===== src/rtl/pim_cfu_pkg.sv =====
// Shared PIM CFU definitions: opcodes, job ops, sequencer states
// and function_id field positions.
package pim_cfu_pkg;

  localparam logic [1:0] OP_WRITE = 2'b00;
  localparam logic [1:0] OP_READ  = 2'b01;
  localparam logic [1:0] OP_MAC   = 2'b10;

  localparam int FID_OP_MSB  = 9;
  localparam int FID_OP_LSB  = 8;
  localparam int FID_ROW_LSB = 0;

  typedef enum logic [1:0] {
    JOB_LOAD = 2'd0,
    JOB_READ = 2'd1,
    JOB_MAC  = 2'd2,
    JOB_RSVD = 2'd3
  } job_op_e;

  typedef enum logic [2:0] {
    ST_IDLE,
    ST_FETCH,
    ST_ISSUE,
    ST_WAIT_RSP,
    ST_EMIT,
    ST_DONE
  } state_e;

  function automatic logic [1:0] job_opcode(input job_op_e op);
    logic [1:0] c;
    case (op)
      JOB_LOAD: c = OP_WRITE;
      JOB_READ: c = OP_READ;
      default:  c = OP_MAC;
    endcase
    return c;
  endfunction

endpackage


===== src/rtl/pim_cfu_sequencer.sv =====
// Job-level sequencer that expands LOAD/READBACK/MAC jobs into
// single-outstanding CFU commands and streams back results.
module pim_cfu_sequencer
  import pim_cfu_pkg::*;
#(
  parameter int DWIDTH = 32,
  parameter int AWIDTH = 8,
  parameter int FWIDTH = 10
) (
  input  logic              clk,
  input  logic              reset,
  input  logic              job_valid,
  output logic              job_ready,
  input  logic [1:0]        job_op,
  input  logic [AWIDTH-1:0] job_addr,
  input  logic [AWIDTH:0]   job_count,
  input  logic              wr_valid,
  output logic              wr_ready,
  input  logic [DWIDTH-1:0] wr_data,
  output logic              res_valid,
  input  logic              res_ready,
  output logic [DWIDTH-1:0] res_data,
  output logic              cmd_valid,
  input  logic              cmd_ready,
  output logic [FWIDTH-1:0] cmd_payload_function_id,
  output logic [DWIDTH-1:0] cmd_payload_inputs_0,
  output logic [DWIDTH-1:0] cmd_payload_inputs_1,
  input  logic              rsp_valid,
  output logic              rsp_ready,
  input  logic [DWIDTH-1:0] rsp_payload_outputs_0,
  input  logic              rsp_payload_response_ok,
  output logic              busy,
  output logic              done,
  output logic              err
);

  state_e              r_state;
  job_op_e             r_op;
  logic [AWIDTH-1:0]   r_addr;
  logic [AWIDTH:0]     r_count;
  logic [AWIDTH:0]     r_idx;
  logic [7:0]          r_seq;
  logic                r_stop;

  logic                r_job_ready;
  logic                r_wr_ready;
  logic                r_res_valid;
  logic [DWIDTH-1:0]   r_res_data;
  logic                r_cmd_valid;
  logic [FWIDTH-1:0]   r_fid;
  logic [DWIDTH-1:0]   r_in0;
  logic [DWIDTH-1:0]   r_in1;
  logic                r_rsp_ready;
  logic                r_busy;
  logic                r_done;
  logic                r_err;

  job_op_e             w_job_op;
  logic                w_job_take;
  logic [AWIDTH:0]     w_idx_inc;
  logic                w_last;
  logic                w_rsp_take;
  logic                w_emit;
  logic                w_stop;
  logic [AWIDTH-1:0]   w_row_cur;
  logic [AWIDTH-1:0]   w_row_inc;
  logic [7:0]          w_seq_inc;

  function automatic logic [FWIDTH-1:0] mk_fid(
    input job_op_e           op,
    input logic [AWIDTH-1:0] row
  );
    logic [FWIDTH-1:0] f;
    f = '0;
    f[FID_OP_MSB:FID_OP_LSB] = job_opcode(op);
    if (op != JOB_MAC) f[FID_ROW_LSB +: AWIDTH] = row;
    return f;
  endfunction

  function automatic logic [DWIDTH-1:0] mk_in0(
    input job_op_e         op,
    input logic [AWIDTH:0] idx
  );
    return (op == JOB_MAC) ? DWIDTH'(idx) : '0;
  endfunction

  assign w_job_op   = job_op_e'(job_op);
  assign w_job_take = job_valid && r_job_ready;
  assign w_idx_inc  = r_idx + 1'b1;
  assign w_last     = (w_idx_inc == r_count);
  assign w_row_cur  = r_addr + r_idx[AWIDTH-1:0];
  assign w_row_inc  = r_addr + w_idx_inc[AWIDTH-1:0];
  assign w_seq_inc  = r_seq + 8'd1;

  // ISSUE may retire its response in the same cycle as the command
  assign w_rsp_take = rsp_valid &&
    ((r_state == ST_ISSUE && cmd_ready) || r_state == ST_WAIT_RSP);
  assign w_emit = (r_op == JOB_READ) || (r_op == JOB_MAC && w_last);
  assign w_stop = w_last || !rsp_payload_response_ok;

  always_ff @(posedge clk) begin
    if (reset) begin
      r_state     <= ST_IDLE;
      r_op        <= JOB_LOAD;
      r_addr      <= '0;
      r_count     <= '0;
      r_idx       <= '0;
      r_seq       <= '0;
      r_stop      <= 1'b0;
      r_job_ready <= 1'b0;
      r_wr_ready  <= 1'b0;
      r_res_valid <= 1'b0;
      r_res_data  <= '0;
      r_cmd_valid <= 1'b0;
      r_fid       <= '0;
      r_in0       <= '0;
      r_in1       <= '0;
      r_rsp_ready <= 1'b0;
      r_busy      <= 1'b0;
      r_done      <= 1'b0;
      r_err       <= 1'b0;
    end else begin
      r_done <= 1'b0;
      unique case (r_state)
        ST_IDLE: begin
          r_job_ready <= 1'b1;
          if (w_job_take) begin
            r_job_ready <= 1'b0;
            r_busy      <= 1'b1;
            r_op        <= w_job_op;
            r_addr      <= job_addr;
            r_count     <= job_count;
            r_idx       <= '0;
            r_seq       <= w_seq_inc;
            r_stop      <= 1'b0;
            r_in1       <= DWIDTH'(w_seq_inc);
            if (job_count == '0 || w_job_op == JOB_RSVD) begin
              r_state <= ST_DONE;
              r_done  <= 1'b1;
              if (w_job_op == JOB_RSVD) r_err <= 1'b1;
            end else if (w_job_op == JOB_LOAD) begin
              r_state    <= ST_FETCH;
              r_wr_ready <= 1'b1;
            end else begin
              r_state     <= ST_ISSUE;
              r_cmd_valid <= 1'b1;
              r_rsp_ready <= 1'b1;
              r_fid       <= mk_fid(w_job_op, job_addr);
              r_in0       <= '0;
            end
          end
        end
        ST_FETCH: begin
          if (wr_valid) begin
            r_wr_ready  <= 1'b0;
            r_state     <= ST_ISSUE;
            r_cmd_valid <= 1'b1;
            r_rsp_ready <= 1'b1;
            r_fid       <= mk_fid(r_op, w_row_cur);
            r_in0       <= wr_data;
          end
        end
        ST_ISSUE: begin
          if (cmd_ready) begin
            r_cmd_valid <= 1'b0;
            if (!rsp_valid) r_state <= ST_WAIT_RSP;
          end
        end
        ST_WAIT_RSP: begin
        end
        ST_EMIT: begin
          if (res_ready) begin
            r_res_valid <= 1'b0;
            if (r_stop) begin
              r_state <= ST_DONE;
              r_done  <= 1'b1;
            end else begin
              r_state     <= ST_ISSUE;
              r_cmd_valid <= 1'b1;
              r_rsp_ready <= 1'b1;
              r_fid       <= mk_fid(r_op, w_row_cur);
              r_in0       <= mk_in0(r_op, r_idx);
            end
          end
        end
        ST_DONE: begin
          r_busy      <= 1'b0;
          r_job_ready <= 1'b1;
          r_state     <= ST_IDLE;
        end
        default: r_state <= ST_IDLE;
      endcase

      // a failed response still completes, then the job aborts
      if (w_rsp_take) begin
        r_idx       <= w_idx_inc;
        r_rsp_ready <= 1'b0;
        if (!rsp_payload_response_ok) r_err <= 1'b1;
        if (w_emit) begin
          r_state     <= ST_EMIT;
          r_res_valid <= 1'b1;
          r_res_data  <= rsp_payload_outputs_0;
          r_stop      <= w_stop;
        end else if (w_stop) begin
          r_state <= ST_DONE;
          r_done  <= 1'b1;
        end else if (r_op == JOB_LOAD) begin
          r_state    <= ST_FETCH;
          r_wr_ready <= 1'b1;
        end else begin
          r_state     <= ST_ISSUE;
          r_cmd_valid <= 1'b1;
          r_rsp_ready <= 1'b1;
          r_fid       <= mk_fid(r_op, w_row_inc);
          r_in0       <= mk_in0(r_op, w_idx_inc);
        end
      end
    end
  end

  assign job_ready               = r_job_ready;
  assign wr_ready                = r_wr_ready;
  assign res_valid               = r_res_valid;
  assign res_data                = r_res_data;
  assign cmd_valid               = r_cmd_valid;
  assign cmd_payload_function_id = r_fid;
  assign cmd_payload_inputs_0    = r_in0;
  assign cmd_payload_inputs_1    = r_in1;
  assign rsp_ready               = r_rsp_ready;
  assign busy                    = r_busy;
  assign done                    = r_done;
  assign err                     = r_err;

endmodule


===== config.mk =====
export PLATFORM = sky130hd
export DESIGN_NAME = pim_cfu_sequencer
export DESIGN_NICKNAME = d
export VERILOG_FILES = /design/src/rtl/pim_cfu_pkg.sv /design/src/rtl/pim_cfu_sequencer.sv
export SDC_FILE = /design/constraint.sdc
export NUM_CORES = 1
export LEC_CHECK = 0
export ABC_AREA = 0
export CAP_MARGIN = 20
export CORE_MARGIN = 1.5
export CORE_UTILIZATION = 43
export CTS_BUF_LIST = sky130_fd_sc_hd__clkbuf_4 sky130_fd_sc_hd__clkbuf_8
export DETAILED_ROUTE_END_ITERATION = 7
export PLACE_DENSITY = 0.89
export SLEW_MARGIN = 40
export SYNTH_ARGS = -nofsm -noshare
export SYNTH_HDL_FRONTEND = slang
export SYNTH_SLANG_ARGS = --single-unit

===== constraint.sdc =====
create_clock -name clk -period 2.9 [get_ports clk]
set_input_delay 0.435 -clock clk [delete_from_list [all_inputs] [get_ports clk]]
set_output_delay 0.435 -clock clk [all_outputs]
set_load 0.1 [all_outputs]

==> flow_metrics.tcl <==
set metrics [dict create \
    clockRootBuffer "clkbuf_8" \
    ys_ff_latch 122 \
    avgSynthCellArea_um2 8.28 \
    n_antenna_cell 0 \
    yosysSeqAreaShare_pct 39.7 \
    start_util_pct 44.1 \
    area_growth_pct 35.8 \
    final_area_mm2 0.00835 \
    cp-end-kind "flop" \
    grt_pass1_wl_mm 28.2 \
    r2r_setup_slack_ns 0.08 \
    path_max_fanout 41 \
    synth_top_area_share_pct 39.7 \
    drive_above_1_share_pct 18.9 \
    vias 6183 \
    crit_path_start_kind "flop" \
    synth-edff-count 0 \
    insertion_delay_ns 0.45 \
    wl_per_cell_um 16.6 \
    fin_cells 1107 \
    arrival_ns 3.19 \
    internal_power_mw 3.51 \
    leakagePower_nw 3.35 \
    clkPwrFrac_pct 26.9 \
    met2_usage_pct 39.5 \
    clock_sinks 122 \
    drc 0 \
    cts_max_level 4 \
    fin_hold_ws_ns 0.340 \
    wirelength_mm 18.4 \
    synth_cell_types 60 \
    setup_viol 0 \
    core_mm2 0.0139 \
    syn-instance-count 742 \
    hp-class "in -> reg" \
    dieArea_mm2 0.0150 \
    power_density_mw_per_mm2 722 \
    sequentialPowerShare_pct 33.2 \
    antenna_found_initial 0 \
    rsz0062_at_grt "true" \
    power_frac_comb_pct 39.9 \
    drt_iter0_markers 582 \
    ys_top_cells_by_area "dfxtp_1, a21oi_1, nor2_1" \
    portBuffers 180 \
    met1_usage_pct 29.3 \
    switchingPower_mw 2.52 \
    place_area_mm2 0.00787 \
    worstMarginPinSlew_ns 0.760 \
    final_util_pct 59.9 \
    final-hold-violation-count 0 \
    slew_violations 0 \
    gp_congestion 0.918 \
    fmaxAchievable_mhz 355 \
    ir_worst_vdd_mv 0.427 \
    top_level_ports 205 \
    drv_cap 0 \
    required_ns 3.27 \
    slew-limit-headroom_pct 49.3 \
    num_rows 43 \
    grt_pass1_vias 5649 \
    synth_warnings 0 \
    met3_usage_pct 8.18 \
    outcome "complete, no violations" \
    cts_tree "built" \
    dr.pass1.iters 6 \
    crit_type "reg -> reg" \
    grt_max_degree 72 \
    numCtsBuffers 17 \
    overflow 0 \
    grt.total_usage_pct 24.0 \
    die_h_um 123 \
    yosys.area.top_type "dfxtp_1" \
    syn_area_mm2 0.00615 \
    die_x_um 123 \
    via_per_inst 5.59 \
    ys.flop_type "dfxtp_1" \
    finClkSkew_ns 0.00890 \
    dpl.cell_count 1074 \
    hpwlAfterDp_mm 13.0 \
    sw_frac_of_total_pct 41.8 \
    synthArstFlopShare_pct 0 \
    clk_path_buf_depth 2 \
    power_mw 6.03 \
    clk_pin_slew_ns 0.07 \
    finalNetCount 1024 \
    drtAntennaViolNets 0 \
    grt-busiest-layer "met2" \
    fin_crit_ns 2.82 \
    fin_crit_sh_pct 97.1 \
]
[final cells by class]
class,count,area [µm²]
Inverter,19,71.3
Clock buffer,23,310
Timing Repair Buffer,212,1870
Multi-Input combinational cell,543,3320
Tap cell,180,225
Fill cell,1233,5590
Clock inverter,8,115
Sequential cell,122,2440
[critical path: stages (launching register included)]
cell      delay [ns]
dfxtp_1         0.44
ha_2            0.29
xor2_2          0.23
xnor2_1         0.16
o311ai_1        0.17
or4_4           0.60
o31ai_2         0.37
o21ai_2         0.11
buf_12          0.19
o22ai_1         0.17
[layout by cell type (no fill, tap or decap), types with 4 or more instances in the layout]
cell	instances
nor2b_1	7
nor2_1	72
conb_1	24
mux2i_1	4
xor2_1	15
nand3_1	45
a21o_1	6
inv_1	19
ha_1	15
nand2_1	60
a222oi_1	18
nand2b_1	9
a31oi_1	5
xnor2_1	20
o21a_1	4
clkinv_2	5
clkdlybuf4s50_1	89
a21oi_1	77
nor4_1	6
a22oi_1	25
dfxtp_1	122
o22ai_1	17
nor3_1	10
buf_4	118
o21ai_0	44
clkbuf_8	22
[routing by layer]
layer  part of all wire, %  vias up
met5                     0        -
met4                   2.0        0
li1                      -     2964
met2                    47      294
met3                    10       35
met1                    41     2890
[registers in the layout (all words and copies together) (netlist names), 3 cells and up]
register,flops
r_count,9
res_data,32
r_addr,8
r_state,3
r_idx,9
cmd_payload_inputs_0,32
cmd_payload_function_id,10
r_seq,8
[final timing paths]
kind / startpoint / endpoint / cells past startpoint
setup / recovery: r_idx[0] / cmd_payload_function_id[6] / 9
hold / removal: reset / r_idx[0] / 2
setup reg to reg: r_idx[0] / cmd_payload_function_id[6] / 9
hold reg to reg: res_valid / res_valid / 2
[metrics by stage]
stage,setup slack [ns],TNS (ns)
floorplan,0.145,0
global placement,0.187,0
detailed placement,0.0270,0
CTS,0.0274,0
global route,-0.0809,-0.664
finish,0.0843,0
[cell usage after synthesis, drive strengths merged, types with 4 or more instances]
library cell and instances:
o22ai 17, a31oi 6, o21a 4, nor4 7, nor2b 7, nor2 76, xor2 16, dfxtp 122
nor3 10, a21oi 77, nand2 60, clkbuf 39, a22oi 25, a21o 6, ha 16, nand2b 9
o21ai 48, mux2i 4, buf 42, inv 19, xnor2 20, nand3 46, a222oi 18
[logic make-up after synthesis]
| logic type | synth area share, % |
|---|---|
| simple gates | 17.5 |
| compound gates | 23.9 |
| flops | 39.7 |
| buf+inv | 8.57 |
| xor+xnor | 5.50 |
| fa+ha+maj | 3.91 |
| mux | 0.835 |
| other cells | 0.0610 |
[what timing repair did]
item | 4_1_cts | 5_1_grt
resized for setup | 0 | 5
setup buffers | 0 | 1
hold buffers | 0 | 0
endpoints found under the setup margin | 0 | 45
[power groups by stage]
stage / clock network [mW] / logic [mW] / registers [mW]
finish: 1.62 / 2.41 / 2.00
global route: 1.72 / 2.56 / 2.02
CTS: 1.65 / 2.37 / 2.00
detailed placement: 0 / 2.37 / 2.03
global placement: 0 / 2.34 / 2.03
floorplan: 0 / 1.12 / 2.65
Power figures use the tool's default switching activity.
